--- config.mk ---
export PLATFORM = sky130hd
export DESIGN_NAME = trap_ctrl
export DESIGN_NICKNAME = d
export VERILOG_FILES = /design/src/rtl/trap_ctrl.sv
export SDC_FILE = /design/constraint.sdc
export NUM_CORES = 1
export LEC_CHECK = 0
export ABC_AREA = 0
export BUFFER_PORTS_ARGS = -buffer_cell sky130_fd_sc_hd__buf_2
export CAP_MARGIN = 10
export CORE_MARGIN = 2
export CORE_UTILIZATION = 40
export DETAILED_ROUTE_END_ITERATION = 8
export PLACE_DENSITY_LB_ADDON = 0.15
export SETUP_SLACK_MARGIN = 0.05
export SLEW_MARGIN = 30
export SYNTH_ARGS = -nofsm -noshare
export SYNTH_HDL_FRONTEND = slang
export SYNTH_SLANG_ARGS = --single-unit
--- constraint.sdc ---
create_clock -name clk -period 2.9 [get_ports clk]
set_input_delay 0.29 -clock clk [delete_from_list [all_inputs] [get_ports clk]]
set_output_delay 0.29 -clock clk [all_outputs]
set_load 0.05 [all_outputs]
--- src/rtl/trap_ctrl.sv ---
// ---------------------------------------------------------------------------
// trap_ctrl
// Trap sequencer that sits between the pipeline and the machine-mode CSR file.
// It takes synchronous exceptions, MRET and level-sensitive interrupts, picks
// one event by priority, and then runs these steps in order:
//   1. request a pipeline flush and wait for the flush acknowledge,
//   2. save mepc/mcause (for a trap) or restore MIE (for an MRET),
//   3. redirect fetch to the target PC.
//
// Optional feature macro: VECTORED_MTVEC_EN
//   defined   : interrupt k vectors to MTVEC_BASE + 4*(16+k)
//   undefined : every trap goes to MTVEC_BASE (direct mode)
//
// Ports
//   clk, rst        clock and synchronous active-high reset
//   exc_valid_i     exception request (highest priority)
//   exc_code_i      exception cause code
//   exc_pc_i        PC of the faulting instruction
//   mret_i          MRET retiring
//   irq_i           level interrupt lines; the lowest index wins
//   mie_i           global interrupt enable (mstatus.MIE)
//   next_pc_i       PC saved as the interrupt epc
//   epc_i           current mepc; used as the MRET target
//   flush_req_o     asks the pipeline to drain
//   flush_ack_i     pipeline drained (only sampled in FLUSH)
//   save_epc_o      1-cycle pulse; epc_pc_o and cause_o are valid with it
//   epc_pc_o        epc value for the CSR file
//   mret_restore_o  1-cycle pulse; the CSR file restores MIE from MPIE
//   cause_o         mcause value
//   redirect_o      1-cycle pulse; redirect_pc_o is valid with it
//   redirect_pc_o   fetch redirect target
//   busy_o          high in every state except IDLE
// ---------------------------------------------------------------------------
module trap_ctrl #(
    parameter int          NUM_IRQ    = 4,
    parameter logic [31:0] MTVEC_BASE = 32'h0000_0100
) (
    input  logic               clk,
    input  logic               rst,
    input  logic               exc_valid_i,
    input  logic [3:0]         exc_code_i,
    input  logic [31:0]        exc_pc_i,
    input  logic               mret_i,
    input  logic [NUM_IRQ-1:0] irq_i,
    input  logic               mie_i,
    input  logic [31:0]        next_pc_i,
    input  logic [31:0]        epc_i,
    output logic               flush_req_o,
    input  logic               flush_ack_i,
    output logic               save_epc_o,
    output logic [31:0]        epc_pc_o,
    output logic               mret_restore_o,
    output logic [31:0]        cause_o,
    output logic               redirect_o,
    output logic [31:0]        redirect_pc_o,
    output logic               busy_o
);

    typedef enum logic [2:0] {
        IDLE,
        FLUSH,
        SAVE,
        RESTORE,
        JUMP
    } state_t;

    state_t      state;
    state_t      next_state;

    logic        is_mret_q;
    logic [31:0] cause_q;
    logic [31:0] epc_q;
    logic [31:0] target_q;

    logic        take_exc;
    logic        take_mret;
    logic        take_irq;
    logic        take_any;
    logic [4:0]  irq_idx;
    logic [31:0] irq_cause;
    logic [31:0] irq_target;

    // Event arbitration: exception beats MRET, MRET beats an enabled IRQ.
    // The loop runs from the top index down, so the lowest pending index
    // is the one left in irq_idx.
    always_comb begin
        irq_idx = 5'd0;
        for (int i = NUM_IRQ - 1; i >= 0; i--) begin
            if (irq_i[i]) begin
                irq_idx = 5'(i);
            end
        end
        take_exc  = exc_valid_i;
        take_mret = !exc_valid_i && mret_i;
        take_irq  = !exc_valid_i && !mret_i && mie_i && (|irq_i);
        take_any  = take_exc || take_mret || take_irq;
        irq_cause = 32'h8000_0010 + {27'd0, irq_idx};
`ifdef VECTORED_MTVEC_EN
        irq_target = MTVEC_BASE + 32'h0000_0040 + {25'd0, irq_idx, 2'b00};
`else
        irq_target = MTVEC_BASE;
`endif
    end

    // State register plus capture of the winning event. Events are only
    // captured in IDLE. The MRET target is taken from epc_i in RESTORE,
    // so any CSR write to mepc made during the flush is still honoured.
    always_ff @(posedge clk) begin
        if (rst) begin
            state     <= IDLE;
            is_mret_q <= 1'b0;
            cause_q   <= 32'd0;
            epc_q     <= 32'd0;
            target_q  <= 32'd0;
        end else begin
            state <= next_state;
            if (state == IDLE && take_any) begin
                is_mret_q <= take_mret;
                if (take_exc) begin
                    cause_q  <= {28'd0, exc_code_i};
                    epc_q    <= exc_pc_i;
                    target_q <= MTVEC_BASE;
                end else if (take_irq) begin
                    cause_q  <= irq_cause;
                    epc_q    <= next_pc_i;
                    target_q <= irq_target;
                end else begin
                    cause_q  <= 32'd0;
                    epc_q    <= 32'd0;
                    target_q <= 32'd0;
                end
            end else if (state == RESTORE) begin
                target_q <= epc_i;
            end
        end
    end

    // Next-state logic. flush_ack_i only matters while in FLUSH.
    always_comb begin
        next_state = state;
        case (state)
            IDLE:    if (take_any) next_state = FLUSH;
            FLUSH:   if (flush_ack_i) next_state = is_mret_q ? RESTORE : SAVE;
            SAVE:    next_state = JUMP;
            RESTORE: next_state = JUMP;
            JUMP:    next_state = IDLE;
            default: next_state = IDLE;
        endcase
    end

    // Moore outputs. Each data bus is forced to zero unless its strobe is high.
    always_comb begin
        flush_req_o    = 1'b0;
        save_epc_o     = 1'b0;
        epc_pc_o       = 32'd0;
        cause_o        = 32'd0;
        mret_restore_o = 1'b0;
        redirect_o     = 1'b0;
        redirect_pc_o  = 32'd0;
        busy_o         = (state != IDLE);
        case (state)
            FLUSH: flush_req_o = 1'b1;
            SAVE: begin
                save_epc_o = 1'b1;
                epc_pc_o   = epc_q;
                cause_o    = cause_q;
            end
            RESTORE: mret_restore_o = 1'b1;
            JUMP: begin
                redirect_o    = 1'b1;
                redirect_pc_o = target_q;
            end
            default: ;
        endcase
    end

endmodule

==> flow_metrics.env, run 1 <==
export IMPL_status="finished, final reports clean"
export IMPL_power_density_nw_per_um2=529.7
export IMPL_fin_crit_ns=2.317
export IMPL_root_buffer="clkbuf_8"
export IMPL_finalNonFillerCells=725
export IMPL_worstSetupEndpointType="primary output"
export IMPL_drt_iter0_drc=101
export IMPL_cts_made_buffers=9
export IMPL_p_leak_nw=2.201
export IMPL_clk_path_buf_depth=2
export IMPL_syn_area_per_cell_um2=7.891
export IMPL_netlist_cell_type_count=34
export IMPL_grt_antenna_before_repair=0
export IMPL_grt_pass1_wl_um=15360
export IMPL_wire_per_inst_um=12.87
export IMPL_chipWidth_um=97.91
export IMPL_route_detailed_drc=0
export IMPL_place_hpwl_um=6581
export IMPL_dr_pass1_iters=5
export IMPL_rsz0062_at_grt="no"
export IMPL_wl_um=9331
export IMPL_ant_nets=0
export IMPL_dp_cells=709
export IMPL_clock_fmax_mhz=431.6
export IMPL_hold_class="primary input to register"
export IMPL_drive_gt1_share_pct=35.33
export IMPL_ys_warn_count=0
export IMPL_routed_via_density=4.817
export IMPL_n_fill_cell=875
export IMPL_startpoint_type="register"
export IMPL_cpMaxStageDelayCell="dfxtp_1"
export IMPL_overflow=0
export IMPL_cp_max_fo=33
export IMPL_synth_seq_cells=73
export IMPL_htree_levels=3
export IMPL_crit_family="buffers and inverters"
export IMPL_synth_cell_area_um2=3527
export IMPL_critical_path_class="register to primary output"
export IMPL_dpl_worst_slack_ns=0.9454
export IMPL_dieHeight_um=97.91
export IMPL_cts_tree="done"
export IMPL_grt_max_degree=43
export IMPL_core_area_um2=8636
export IMPL_antenna_diode_count=0
export IMPL_crit_arrival_ns=2.03
export IMPL_initial_core_util_pct=40.84
export IMPL_dr_total_vias=3492
export IMPL_tns_ns=0
export IMPL_ios=211
export IMPL_clk_latency_ns=0.34
export IMPL_fin_crit_sh_pct=79.89
export IMPL_floorplan_die_area_um2=9585
export IMPL_setup_slack_ns=0.5833
export IMPL_finalMaxSlewViolations=0
export IMPL_cts_hold_buf=0
export IMPL_maxCapViolCount=0
export IMPL_final_hold_violation_count=0
export IMPL_cts_resized_gates=0
export IMPL_worst_path_largest_cell_delay_ns=0.48
export IMPL_fin_util_pct=53.35
export IMPL_cts_setup_buffers=0
export IMPL_area_growth_pct=30.61
export IMPL_r2r_setup_slack_ns=0.96
export IMPL_clkTransAtPathRegs_ns=0.08
export IMPL_grt_pass1_vias=3342
export IMPL_slew_limit_headroom_pct=67.42
export IMPL_grt_usage_pct=19.37
export IMPL_crit_required_ns=2.61
export IMPL_seq_area_frac_synth_pct=41.43
export IMPL_row_count=34
export IMPL_syn_inst=447
export IMPL_finalClockSkew_ns=0.008177
export IMPL_ir_drop_uv=260.5
export IMPL_holdWs_ns=0.1888
export IMPL_nets=722
export IMPL_path_buf_inv=3
export IMPL_cts_sinks=73
export IMPL_crit_chain="nand2b_1, or2_1, buf_4, inv_2, buf_2"
export IMPL_place_gp_congestion=0.7933
export IMPL_io_buffer_count=184
export IMPL_setup_viol=0
export IMPL_worst_pin_slew_ns=0.4824
## per-layer routing
metal / up-vias / wire (um) / track usage, %
met3: 9 / 803 / 6.013
met2: 133 / 4382 / 32.46
li1: 1788 / - / -
met5: - / 0 / 0
met1: 1562 / 4036 / 23.79
met4: 0 / 109 / 6.197
## cell usage after synthesis
master / count / area share (%)
nand2b_1: 2 / 0.35
o21ai_1: 1 / 0.14
a21oi_1: 35 / 5.0
or4b_2: 1 / 0.28
a32oi_1: 1 / 0.25
o21ai_4: 1 / 0.46
o41ai_1: 1 / 0.25
nand2_1: 66 / 7.0
o31ai_1: 1 / 0.21
a2bb2oi_1: 1 / 0.25
nor4_1: 2 / 0.35
o21a_1: 1 / 0.21
buf_2: 14 / 2.0
nand3_1: 2 / 0.28
and2_1: 69 / 12
or2_0: 1 / 0.18
nor3_1: 36 / 5.1
buf_4: 30 / 6.4
nor3_4: 1 / 0.46
nor3b_1: 1 / 0.21
nand3b_1: 1 / 0.21
o21ai_0: 2 / 0.28
a221oi_1: 32 / 7.9
conb_1: 1 / 0.11
or2_1: 1 / 0.18
nor2_1: 39 / 4.2
o41a_1: 1 / 0.32
dfxtp_1: 73 / 41
buf_1: 1 / 0.11
a211oi_2: 1 / 0.35
inv_2: 1 / 0.11
clkbuf_1: 20 / 2.1
a211oi_1: 3 / 0.64
inv_1: 4 / 0.43
## kinds of logic (layout without fill, tap and decap cells)
| logic type | Yosys count | count (layout) | share of synthesized area, % |
|---|---|---|---|
| flip-flops | 73 | 73 | 41.43 |
| other | 1 | 26 | 0.1063 |
| AO/OA/AOI/OAI | 81 | 81 | 16.28 |
| AND/OR/NAND/NOR | 222 | 222 | 31.04 |
| buffers and inverters | 70 | 215 | 11.14 |
## final cells by class
cell class                 count  area (um^2)  share of cell area (%)
clock inverter                 7        95.09                   2.064
timing repair buffer         194        996.0                   21.62
clock buffer                   9        123.9                   2.689
sequential                    73         1461                   31.72
multi-input combinational    329         1777                   38.57
inverter                       5        18.77                  0.4074
tap                          108        135.1                   2.933
## worst paths after layout
path | start | to | cells past startpoint
setup / recovery | state[1]$_SDFFE_PP0P_ | mret_restore_o | 5
hold / removal | epc_i[24] | target_q[24]$_SDFFE_PP0P_ | 3
setup reg to reg | state[1]$_SDFFE_PP0P_ | target_q[10]$_SDFFE_PP0P_ | 7
hold reg to reg | target_q[0]$_SDFFE_PP0P_ | target_q[0]$_SDFFE_PP0P_ | 2
## through the flow
stage,total power [mW],area [um^2]
2_1_floorplan,1.489,3621
3_5_place_dp,1.601,4388
5_1_grt,2.562,4607
6_report,2.440,4607
4_1_cts,2.471,4607
3_3_place_gp,1.593,4388
## state kept, by name (all words and copies together), names as in the netlist
signal / count
epc_q: 32
target_q: 32
cause_q: 5
state: 3
is_mret_q: 1
## tightest hold or removal path: stages
cell	delay [ns]
buf_2	0.10
nand2_1	0.05
a21oi_1	0.05
## cell usage in the layout, fill, tap and decap left out, drive strengths merged, types with 2 or more instances in the layout
cell type / netlist / routed
nand2b: 2 / 2
bufinv: 0 / 2
inv: 5 / 5
a211oi: 4 / 4
and2: 69 / 69
clkinv: 0 / 4
a21oi: 35 / 35
nand3: 2 / 2
clkbuf: 20 / 9
dfxtp: 73 / 73
a221oi: 32 / 32
nor4: 2 / 2
o21ai: 4 / 4
or2: 2 / 2
nor3: 37 / 37
conb: 1 / 26
buf: 45 / 194
nand2: 66 / 66
nor2: 39 / 39
## where the power goes
group,total [mW],internal [mW],switching [mW]
Clock,0.865,0.484,0.381
Sequential,1.10,1.07,0.0336
Combinational,0.472,0.158,0.314
Total,2.44,1.71,0.728
(Power assumes the default switching activity.)
==> run 2: changes to the inputs <==
--- a/config.mk
+++ b/config.mk
@@ -5,7 +5,7 @@
 export SDC_FILE = /design/constraint.sdc
 export NUM_CORES = 1
 export LEC_CHECK = 0
-export ABC_AREA = 0
+export ABC_AREA = 1
 export BUFFER_PORTS_ARGS = -buffer_cell sky130_fd_sc_hd__buf_2
 export CAP_MARGIN = 10
 export CORE_MARGIN = 2
==> constraint.sdc (replaced) <==
create_clock -name clk -period 1.97 [get_ports clk]
set_input_delay 0.197 -clock clk [delete_from_list [all_inputs] [get_ports clk]]
set_output_delay 0.197 -clock clk [all_outputs]
set_load 0.05 [all_outputs]
==> run 2 against run 1 <==
Largest power group unchanged. Non-clock buffer count grew 3. Clock power grew 56%. First-iteration DRC count grew 55%. Combinational power grew 90%. Die area grew 13%. Design area grew 22%. Sequential cell count is the same. Area after synthesis grew 14%. Sequential power grew 47%. Via count grew 22%. Wire length grew 15%.
==> flow_metrics.env, run 2 <==
export IMPL_grt_usage_pct=19.36
export IMPL_grt_pass1_wl_um=17260
export IMPL_worst_path_largest_cell_delay_ns=0.33
export IMPL_synth_edf_count=0
export IMPL_wl_um=10750
export IMPL_synth_most_common_cell="nor2_1"
export IMPL_synth_seq_cells=73
export IMPL_area_growth_pct=40.05
export IMPL_cts_sinks=73
export IMPL_grt_pass1_vias=3738
export IMPL_row_count=36
export IMPL_place_hpwl_um=7953
export IMPL_power_density_nw_per_um2=688.0
export IMPL_fin_crit_sh_pct=93.76
export IMPL_io_buffer_count=184
export IMPL_combPwrFrac_pct=23.2
export IMPL_mostFrequentLayoutCells="176 x nand2_1, 124 x buf_2, 120 x nor2_1"
export IMPL_crit_required_ns=1.77
export IMPL_syn_inst=667
export IMPL_drt_iter0_drc=157
export IMPL_cts_hold_buf=0
export IMPL_p_sw_share_pct=31.42
export IMPL_crit_top_cell="nor2_4"
export IMPL_clock_fmax_mhz=541.4
export IMPL_synth_area_leaders="dfxtp_1 36%, nor2_1 17%, nand2_1 16%, inv_1 7.5%, buf_4 5.6%"
export IMPL_finalPower_mw=3.859
export IMPL_chipWidth_um=104.1
export IMPL_dr_pass1_iters=4
export IMPL_ys_warn_count=0
export IMPL_status="finished, final reports clean"
export IMPL_cts_tree="done"
export IMPL_final_common_cell="nand2_1"
export IMPL_multi_input_area_um2=2197
export IMPL_synth_cell_area_um2=4005
export IMPL_r2r_setup_slack_ns=0.38
export IMPL_crit_chain="inv_1, nand2_1, nor2_4, inv_2, buf_6, nor2_4, buf_2"
export IMPL_seq_area_frac_synth_pct=36.49
export IMPL_p_sw_mw=1.213
export IMPL_p_seq_share_pct=41.9
export IMPL_overflow=0
export IMPL_cp_max_fo=19
export IMPL_synth_top_area_share_pct=36.49
export IMPL_clk_latency_ns=0.34
export IMPL_netlist_cell_type_count=22
export IMPL_wire_per_inst_um=11.03
export IMPL_antenna_diode_count=0
export IMPL_internal_power_mw=2.647
export IMPL_grt_antenna_before_repair=0
export IMPL_tns_ns=0
export IMPL_maxCapViolCount=0
export IMPL_clkTransAtPathRegs_ns=0.07
export IMPL_dp_cells=959
export IMPL_crit_arrival_ns=1.65
export IMPL_ios=211
export IMPL_synthFlopType="dfxtp_1"
export IMPL_synth_top_area_cell="dfxtp_1"
export IMPL_p_leak_nw=2.954
export IMPL_dieHeight_um=104.1
export IMPL_root_buffer="clkbuf_8"
export IMPL_worstReg2RegEnd="target_q[25]$_SDFFE_PP0P_"
export IMPL_initial_core_util_pct=41.17
export IMPL_critical_path_class="register to primary output"
export IMPL_setup_viol=0
export IMPL_floorplan_die_area_um2=10830
export IMPL_dr_total_vias=4263
export IMPL_clk_path_buf_depth=2
export IMPL_top_regs="epc_q x32, target_q x32, cause_q x5"
export IMPL_n_fill_cell=991
export IMPL_nets=947
export IMPL_routed_via_density=4.372
export IMPL_cpMaxStageDelayCell="dfxtp_1"
export IMPL_hold_class="primary input to register"
export IMPL_final_hold_violation_count=0
export IMPL_route_detailed_drc=0
export IMPL_fin_crit_ns=1.847
export IMPL_finalNonFillerCells=975
export IMPL_grt_max_degree=71
export IMPL_rsz0062_at_grt="yes"
export IMPL_drive_gt1_share_pct=34.32
export IMPL_hold_depth=2
export IMPL_htree_levels=3
export IMPL_clkPwrFrac_pct=34.9
export IMPL_regArea_um2=1464
export IMPL_synth_common_cells="182 x nor2_1, 176 x nand2_1, 80 x inv_1, 73 x dfxtp_1, 39 x nand3_1"
export IMPL_syn_area_per_cell_um2=6.005
export IMPL_finalClockSkew_ns=0.01021
export IMPL_async_reset_ff_share_pct=0
export IMPL_ant_nets=0
export IMPL_min_to="state[1]$_SDFFE_PP0P_"
export IMPL_finalMaxSlewViolations=0
export IMPL_core_area_um2=9729
export IMPL_holdCritStartpoint="rst"
export IMPL_r2r_cells=7
export IMPL_worstSetupEndpointType="primary output"
export IMPL_reg2reg_from="state[1]$_SDFFE_PP0P_"
export IMPL_startpoint_type="register"
export IMPL_ir_drop_uv=388.9
export IMPL_cts_made_buffers=9
export IMPL_place_gp_congestion=0.7626
==> run 2: cell count changes in the layout (fill, tap and decap cells not counted), sizes merged, moves of 33 or more <==
cell   change
nor2     +144
and2      -69
a21oi     -33
nor3      -35
inv       +81
nand3     +37
nand2    +115
==> run 2: timing repair <==
action | 4_1_cts | 5_1_grt
pin swaps | 0 | 0
gates resized for setup | 24 | 69
setup buffers | 0 | 0
setup endpoints to repair | 37 | 69
==> run 2: logic make-up after synthesis <==
kind of cell,after synthesis,synth area share (%)
other,1,0.09363
flip-flops,73,36.49
buffers and inverters,147,17.78
AO/OA/AOI/OAI,40,5.155
AND/OR/NAND/NOR,406,40.49
==> run 2: power by group through the flow <==
stage	clock [mW]	sequential (mW)	combinational, mW
global placement	0	1.65	0.877
global route	1.45	1.62	1.00
CTS	1.38	1.62	0.899
finish	1.35	1.62	0.897
floorplan	0	1.64	0.715
detailed placement	0	1.65	0.888
==> run 2: worst max-delay path by stage <==
stage | startpoint | to | cells past startpoint | slack [ns]
detailed placement | state[1]$_SDFFE_PP0P_ | cause_o[3] | 6 | 0.37
CTS | state[2]$_SDFFE_PP0P_ | cause_o[4] | 7 | 0.02
floorplan | state[0]$_SDFFE_PP0P_ | redirect_pc_o[10] | 4 | -0.07
finish | state[2]$_SDFFE_PP0P_ | epc_pc_o[23] | 7 | 0.12
global route | state[2]$_SDFFE_PP0P_ | redirect_pc_o[0] | 6 | 0.02
global placement | state[1]$_SDFFE_PP0P_ | cause_o[2] | 6 | 0.40
==> run 2: critical path: cells and delay by family (launching register included) <==
| family | cells | cell delay, ns |
|---|---|---|
| buf+inv | 4 | 0.65 |
| flops | 1 | 0.33 |
| simple gates | 3 | 0.33 |
==> run 2: cell type report <==
cell class / count / area share [%]
clock inverters: 5 / 1.517
well taps: 133 / 2.967
clock buffers: 11 / 2.699
multi-input cells: 472 / 39.17
inverters: 84 / 5.666
repair buffers: 197 / 21.88
flip-flops and latches: 73 / 26.10
==> run 2: through the flow <==
step                hold WS (ns)  worst slack, ns  instance area (um^2)  utilization [%]
finish                   0.03616           0.1230                  5609            57.65
global route             0.01299          0.01610                  5609            57.65
CTS                      0.02239          0.01817                  5478            56.30
detailed placement        0.3990           0.3665                  5181            53.25
global placement          0.4013           0.3979                  5181            53.25
floorplan                 0.2693         -0.06654                  4362                -
==> run 2: metal layers <==
layer  GRT usage, %  wire [um]  share of wire [%]  vias to the layer above
met3          5.576        767                7.1                        9
met4          4.923        115                1.1                        0
li1               -          -                  -                     2262
met1          24.34       4740                 44                     1844
met2          32.57       5130                 48                      148
met5              0          0                  0                        -
